## src/rtl/ps2_pkg.sv

```systemverilog
// Shared PS/2 definitions: transmitter state encoding, frame layout, parity and timing helpers.
// Latency: none (types and constant functions only).
// Backpressure: not applicable.
package ps2_pkg;

    // Host-to-device transmitter states
    typedef enum logic [2:0] {
        ST_IDLE,
        ST_INHIBIT,
        ST_REQ,
        ST_BITS,
        ST_STOP,
        ST_ACK,
        ST_WAIT_IDLE,
        ST_DONE
    } ps2_state_e;

    // Frame shifted onto the data line after the start bit: 8 data bits LSB first, then parity
    localparam int unsigned FRAME_BITS = 9;
    typedef logic [FRAME_BITS-1:0] ps2_frame_t;

    // Odd parity: the nine frame bits together always hold an odd number of ones
    function automatic logic odd_parity(input logic [7:0] d);
        return ~(^d);
    endfunction

    // Whole-microsecond durations expressed in system clock cycles
    function automatic int unsigned us_to_cycles(input int unsigned clk_freq, input int unsigned us);
        return (clk_freq / 1_000_000) * us;
    endfunction

endpackage

```

## src/rtl/ps2_sync_edge.sv

```systemverilog
// Two-flop synchronizer for one PS/2 line plus a falling-edge detector on the synced value.
// Latency: sync_o follows the pin after 2 cycles; fall_o is high for the one cycle after the synced 1->0.
// Backpressure: none; every edge on the line produces exactly one fall_o pulse.
module ps2_sync_edge (
    input  logic clk_i,
    input  logic rst_i,
    input  logic line_i,
    output logic sync_o,
    output logic fall_o
);

    logic meta_q;
    logic sync_q;
    logic prev_q;

    // Resynchronise the pin and keep one cycle of history; reset to the idle (high) line level
    always_ff @(posedge clk_i or posedge rst_i) begin
        if (rst_i) begin
            meta_q <= 1'b1;
            sync_q <= 1'b1;
            prev_q <= 1'b1;
        end else begin
            meta_q <= line_i;
            sync_q <= meta_q;
            prev_q <= sync_q;
        end
    end

    assign sync_o = sync_q;
    assign fall_o = prev_q & ~sync_q;

endmodule

```

## src/rtl/ps2_txfuncmod.sv

```systemverilog
// PS/2 host-to-device command transmitter: clock inhibit, request-to-send, 8 data + odd parity, stop, device ACK.
// Latency: INHIBIT_US of inhibit, then paced by the device clock; oDone pulses once the lines are idle again.
// Backpressure: iCall is taken only when idle and dropped while busy; every device-paced phase is bounded by TIMEOUT_US.
module ps2_txfuncmod
    import ps2_pkg::*;
#(
    parameter int unsigned CLK_FREQ   = 50_000_000,
    parameter int unsigned INHIBIT_US = 100,
    parameter int unsigned TIMEOUT_US = 15_000
) (
    input  logic       CLOCK,
    input  logic       RST,
    input  logic       iCall,
    input  logic [7:0] iData,
    output logic       oDone,
    output logic       oErr,
    output logic       oBusy,
    input  logic       PS2_CLK_I,
    input  logic       PS2_DAT_I,
    output logic       PS2_CLK_OE,
    output logic       PS2_DAT_OE
);

    localparam int unsigned INHIBIT_CYC = us_to_cycles(CLK_FREQ, INHIBIT_US);
    localparam int unsigned TIMEOUT_CYC = us_to_cycles(CLK_FREQ, TIMEOUT_US);
    localparam int unsigned MAX_CYC     = (INHIBIT_CYC > TIMEOUT_CYC) ? INHIBIT_CYC : TIMEOUT_CYC;
    localparam int unsigned TMR_W       = $clog2(MAX_CYC + 1);

    localparam logic [TMR_W-1:0] TMR_ONE  = TMR_W'(1);
    localparam logic [TMR_W-1:0] INH_PRE  = TMR_W'(INHIBIT_CYC - 2);
    localparam logic [TMR_W-1:0] INH_LAST = TMR_W'(INHIBIT_CYC - 1);
    localparam logic [TMR_W-1:0] TMO_LAST = TMR_W'(TIMEOUT_CYC - 1);
    localparam logic [3:0]       CNT_LAST = 4'(FRAME_BITS);

    ps2_state_e       state_q;
    ps2_frame_t       frame_q;
    logic [3:0]       bit_cnt_q;
    logic [TMR_W-1:0] timer_q;
    logic             ack_err_q;
    logic             clk_oe_q;
    logic             dat_oe_q;
    logic             busy_q;
    logic             done_q;
    logic             err_q;

    logic clk_sync;
    logic clk_fall;
    logic dat_sync;
    logic dat_fall_unused;
    logic timed_phase;
    logic timeout;

    ps2_sync_edge u_clk_sync (
        .clk_i  (CLOCK),
        .rst_i  (RST),
        .line_i (PS2_CLK_I),
        .sync_o (clk_sync),
        .fall_o (clk_fall)
    );

    ps2_sync_edge u_dat_sync (
        .clk_i  (CLOCK),
        .rst_i  (RST),
        .line_i (PS2_DAT_I),
        .sync_o (dat_sync),
        .fall_o (dat_fall_unused)
    );

    // Phases that wait on the device are abandoned once the timer runs out
    assign timed_phase = (state_q == ST_REQ) || (state_q == ST_BITS) || (state_q == ST_STOP)
                      || (state_q == ST_ACK) || (state_q == ST_WAIT_IDLE);
    assign timeout     = timed_phase && (timer_q == TMO_LAST);

    // Transmit sequencer; all line enables and status outputs are registered here
    always_ff @(posedge CLOCK or posedge RST) begin
        if (RST) begin
            state_q   <= ST_IDLE;
            frame_q   <= '0;
            bit_cnt_q <= '0;
            timer_q   <= '0;
            ack_err_q <= 1'b0;
            clk_oe_q  <= 1'b0;
            dat_oe_q  <= 1'b0;
            busy_q    <= 1'b0;
            done_q    <= 1'b0;
            err_q     <= 1'b0;
        end else begin
            done_q <= 1'b0;
            err_q  <= 1'b0;
            if (timeout) begin
                // Device went quiet: let go of both lines together and report failure
                clk_oe_q <= 1'b0;
                dat_oe_q <= 1'b0;
                timer_q  <= '0;
                done_q   <= 1'b1;
                err_q    <= 1'b1;
                state_q  <= ST_DONE;
            end else begin
                case (state_q)
                    ST_IDLE: begin
                        if (iCall) begin
                            frame_q   <= {odd_parity(iData), iData};
                            bit_cnt_q <= '0;
                            timer_q   <= '0;
                            ack_err_q <= 1'b0;
                            busy_q    <= 1'b1;
                            clk_oe_q  <= 1'b1;
                            state_q   <= ST_INHIBIT;
                        end
                    end
                    ST_INHIBIT: begin
                        // Data goes low one cycle before the clock is released so only one line moves per step
                        timer_q <= timer_q + TMR_ONE;
                        if (timer_q == INH_PRE) begin
                            dat_oe_q <= 1'b1;
                        end
                        if (timer_q == INH_LAST) begin
                            timer_q  <= '0;
                            clk_oe_q <= 1'b0;
                            state_q  <= ST_REQ;
                        end
                    end
                    ST_REQ: begin
                        timer_q <= timer_q + TMR_ONE;
                        if (clk_fall) begin
                            timer_q   <= '0;
                            dat_oe_q  <= ~frame_q[0];
                            frame_q   <= frame_q >> 1;
                            bit_cnt_q <= 4'd1;
                            state_q   <= ST_BITS;
                        end
                    end
                    ST_BITS: begin
                        timer_q <= timer_q + TMR_ONE;
                        if (clk_fall) begin
                            timer_q <= '0;
                            if (bit_cnt_q == CNT_LAST) begin
                                dat_oe_q <= 1'b0;
                                state_q  <= ST_STOP;
                            end else begin
                                dat_oe_q  <= ~frame_q[0];
                                frame_q   <= frame_q >> 1;
                                bit_cnt_q <= bit_cnt_q + 4'd1;
                            end
                        end
                    end
                    ST_STOP: begin
                        timer_q <= timer_q + TMR_ONE;
                        if (clk_fall) begin
                            timer_q <= '0;
                            state_q <= ST_ACK;
                        end
                    end
                    ST_ACK: begin
                        // Device holds its ACK through the low clock phase, so the synced level is still valid
                        ack_err_q <= dat_sync;
                        timer_q   <= '0;
                        state_q   <= ST_WAIT_IDLE;
                    end
                    ST_WAIT_IDLE: begin
                        timer_q <= timer_q + TMR_ONE;
                        if (clk_sync && dat_sync) begin
                            done_q  <= 1'b1;
                            err_q   <= ack_err_q;
                            state_q <= ST_DONE;
                        end
                    end
                    ST_DONE: begin
                        busy_q  <= 1'b0;
                        state_q <= ST_IDLE;
                    end
                    default: begin
                        state_q <= ST_IDLE;
                    end
                endcase
            end
        end
    end

    assign PS2_CLK_OE = clk_oe_q;
    assign PS2_DAT_OE = dat_oe_q;
    assign oBusy      = busy_q;
    assign oDone      = done_q;
    assign oErr       = err_q;

endmodule

```

## config.mk

```make
export PLATFORM = sky130hd
export DESIGN_NAME = ps2_txfuncmod
export DESIGN_NICKNAME = d
export VERILOG_FILES = /design/src/rtl/ps2_pkg.sv /design/src/rtl/ps2_sync_edge.sv /design/src/rtl/ps2_txfuncmod.sv
export SDC_FILE = /design/constraint.sdc
export NUM_CORES = 1
export LEC_CHECK = 0
export CORE_MARGIN = 2
export CORE_UTILIZATION = 35
export CTS_BUF_LIST = sky130_fd_sc_hd__clkbuf_16
export DETAILED_ROUTE_END_ITERATION = 7
export SLEW_MARGIN = 20
export SYNTH_ARGS = -nofsm -noshare
export SYNTH_HDL_FRONTEND = slang
export SYNTH_SLANG_ARGS = --single-unit
```

## constraint.sdc

```tcl
create_clock -name CLOCK -period 4 [get_ports CLOCK]
set_input_delay 0.4 -clock CLOCK [delete_from_list [all_inputs] [get_ports CLOCK]]
set_output_delay 0.4 -clock CLOCK [all_outputs]
set_load 0.005 [all_outputs]
```

==> results.ini <==
[logic_synthesis]
synth-seq-area-share_pct = 44.4
netlist_area_mm2 = 0.00266
synth_ff_type = dfrtp_1
ys_types = 57
avgSynthCellArea_um2 = 9.35
syn_inst = 285
synth_top_family_by_area = simple AND/OR/NAND/NOR gates
syn-num-nets = 302
synth_fa_ha_area_share_pct = 1.88
muxShareOfSynthArea_pct = 4.18
synth-seq-cells = 47
synth_compound_area_share_pct = 12.4
ys_warn_count = 0
synthXorXnorAreaFrac_pct = 6.25
synthSimpleGateAreaFrac_pct = 27.5
synth-edff-count = 0
async_reset_ff_share_pct = 100

[route]
vias = 2104
wl_per_cell_um = 13.7
drtAntennaViolNets = 0
finalWirelength_um = 5450
drt_pre_antenna_iters = 4
route.detailed.drc = 0
drt-initial-drc-count = 75
via_per_inst = 5.30

[finish]
fillCellCount = 723
layout_common_cells = dfrtp_1 (42), nor2_1 (33), nand2_1 (24)
drive_above_1_share_pct = 9.06
nNetsFinal = 314
layout_commonest_cell = dfrtp_1
n_antenna_cell = 0
area_delta_synth_final_pct = 15.9

[clock_tree]
cts_max_level = 2
numCtsBuffers = 5
cts_root_buffer = clkbuf_16
clk_latency_ps = 290
cts_setup_buffers = 0
clockBufferDepth = 2
cts_tree = done
path_clk_slew_ps = 60
clkSinkCount = 47
cts_hold_buf = 0
cts_resized = 0

[placed_design]
port_buffers = 17
hpwlAfterDp_um = 3910
place_congestion = 0.831
dp_worst_setup_slack_ps = 1440

[critical_path]
cp-start-kind = register
critPathKind = reg2reg
crit_required_ps = 4170
regToRegSetupSlack_ps = 1540
crit_fanout = 23
cp_data_arrival_time_ps = 2640
end_kind = register

[timing]
fin_ws_ps = 1540
setup_viol = 0
rsz0062_at_grt = false
tns_ps = 0
final_max_slew_viol_count = 0
slew_headroom_pct = 35.0
min_period_ps = 2460
final.period_utilization_pct = 61.5
hold_viol_final = 0
max_clock_freq_ghz = 0.406
fin_worst_skew_ps = 3.45
worstMarginPinSlew_ps = 973

[floorplanning]
dieHeight_um = 91.2
io_pins = 18
initial_utilization_pct = 36.3
die_w_um = 91.2
core_mm2 = 0.00733
row_count = 31
die_area_mm2 = 0.00832

[global_routing]
grt_pass1_wl_um = 9640
antenna_found_initial = 0
grt_start_max_net_pins = 48
grt_pass1_vias = 2006
grt_util_all_layers_pct = 14.2
overflow = 0

[run_status]
outcome = finished clean

[job]
drv_cap = 0

[hold_path]
hp-class = reg2reg

[power_and_ir_drop]
powerDensity_mw_per_mm2 = 347
leakagePower_uw = 0.00129
peakVddDrop_mv = 0.220

worst max-delay path, stage by stage (launching register included):
cell and delay, ps:
dfrtp_1 450, ha_1 340, and3_1 250, and4_1 240, a21oi_2 670, mux2_2 410
kinds of logic after synthesis:
logic type	after synthesis
compound gates	52
flops	47
buf+inv	19
fa+ha+maj	4
xor+xnor	19
simple gates	133
mux	11
per-layer routing:
layer	up-vias	part of all wire [%]	GRT usage, %
li1	1044	-	-
met1	1009	48	19.3
met2	40	46	21.9
met3	11	3.7	3.32
met4	0	1.9	5.81
met5	-	0	0
cells in the mapped netlist (4+ instances only):
cell type / number / area (um2)
a21oi_1: 18 / 90.1
buf_2: 6 / 30.0
clkbuf_1: 4 / 15.0
dfrtp_1: 42 / 1050
dfstp_2: 5 / 131
ha_1: 4 / 50.1
inv_1: 7 / 26.3
mux2i_1: 10 / 100
nand2_1: 24 / 90.1
nand2b_1: 5 / 31.3
nand3_1: 15 / 75.1
nand4_1: 7 / 43.8
nor2_1: 33 / 124
nor3_1: 9 / 45.0
nor3b_1: 5 / 37.5
nor4_1: 5 / 31.3
o21ai_0: 9 / 45.0
o21ai_1: 5 / 25.0
xnor2_1: 17 / 149
area by class of cell:
cell class	count	area, um2	share of cell area [%]
Multi-Input combinational cell	219	1390	45.1
Sequential cell	47	1180	38.3
Timing Repair Buffer	17	170	5.51
Clock buffer	5	125	4.05
Tap cell	99	124	4.01
Clock inverter	3	67.6	2.19
Inverter	7	26.3	0.851
stage by stage:
stage	hold slack, ps	std cells	power (uW)	util, %	cell area, um2
2_1_floorplan	345	285	526	-	2660
3_3_place_gp	347	389	548	39.5	2890
3_5_place_dp	349	389	548	39.5	2890
4_1_cts	359	397	1090	42.1	3090
5_1_grt	361	397	1110	42.1	3090
6_report	358	397	1070	42.1	3090
final timing paths:
| kind | start | endpoint | depth (start not counted) |
|---|---|---|---|
| hold / removal | u_clk_sync.meta_q$_DFF_PP1_ | u_clk_sync.sync_o$_DFF_PP1_ | 0 |
| min in group asynchronous | RST | timer_q[16]$_DFFE_PP0P_ | 2 |
| hold reg to reg | u_clk_sync.meta_q$_DFF_PP1_ | u_clk_sync.sync_o$_DFF_PP1_ | 0 |
| max in group asynchronous | RST | frame_q[4]$_DFFE_PP0P_ | 2 |
| setup / recovery | timer_q[0]$_DFFE_PP0P_ | bit_cnt_q[0]$_DFFE_PP0P_ | 5 |
| setup reg to reg | timer_q[0]$_DFFE_PP0P_ | bit_cnt_q[0]$_DFFE_PP0P_ | 5 |
sequential cells by signal, summed over array words and instances (netlist names), 3 cells and up:
name / cells
bit_cnt_q: 4
state_q: 3
frame_q: 9
timer_q: 20
power by group:
group | leakage, uW | switching (uW) | internal [uW]
clock network | 0.0000900 | 175 | 358
registers | 0.000598 | 4.92 | 486
logic | 0.000604 | 22.9 | 24.8
No activity file was read; power rests on OpenSTA's default activity.
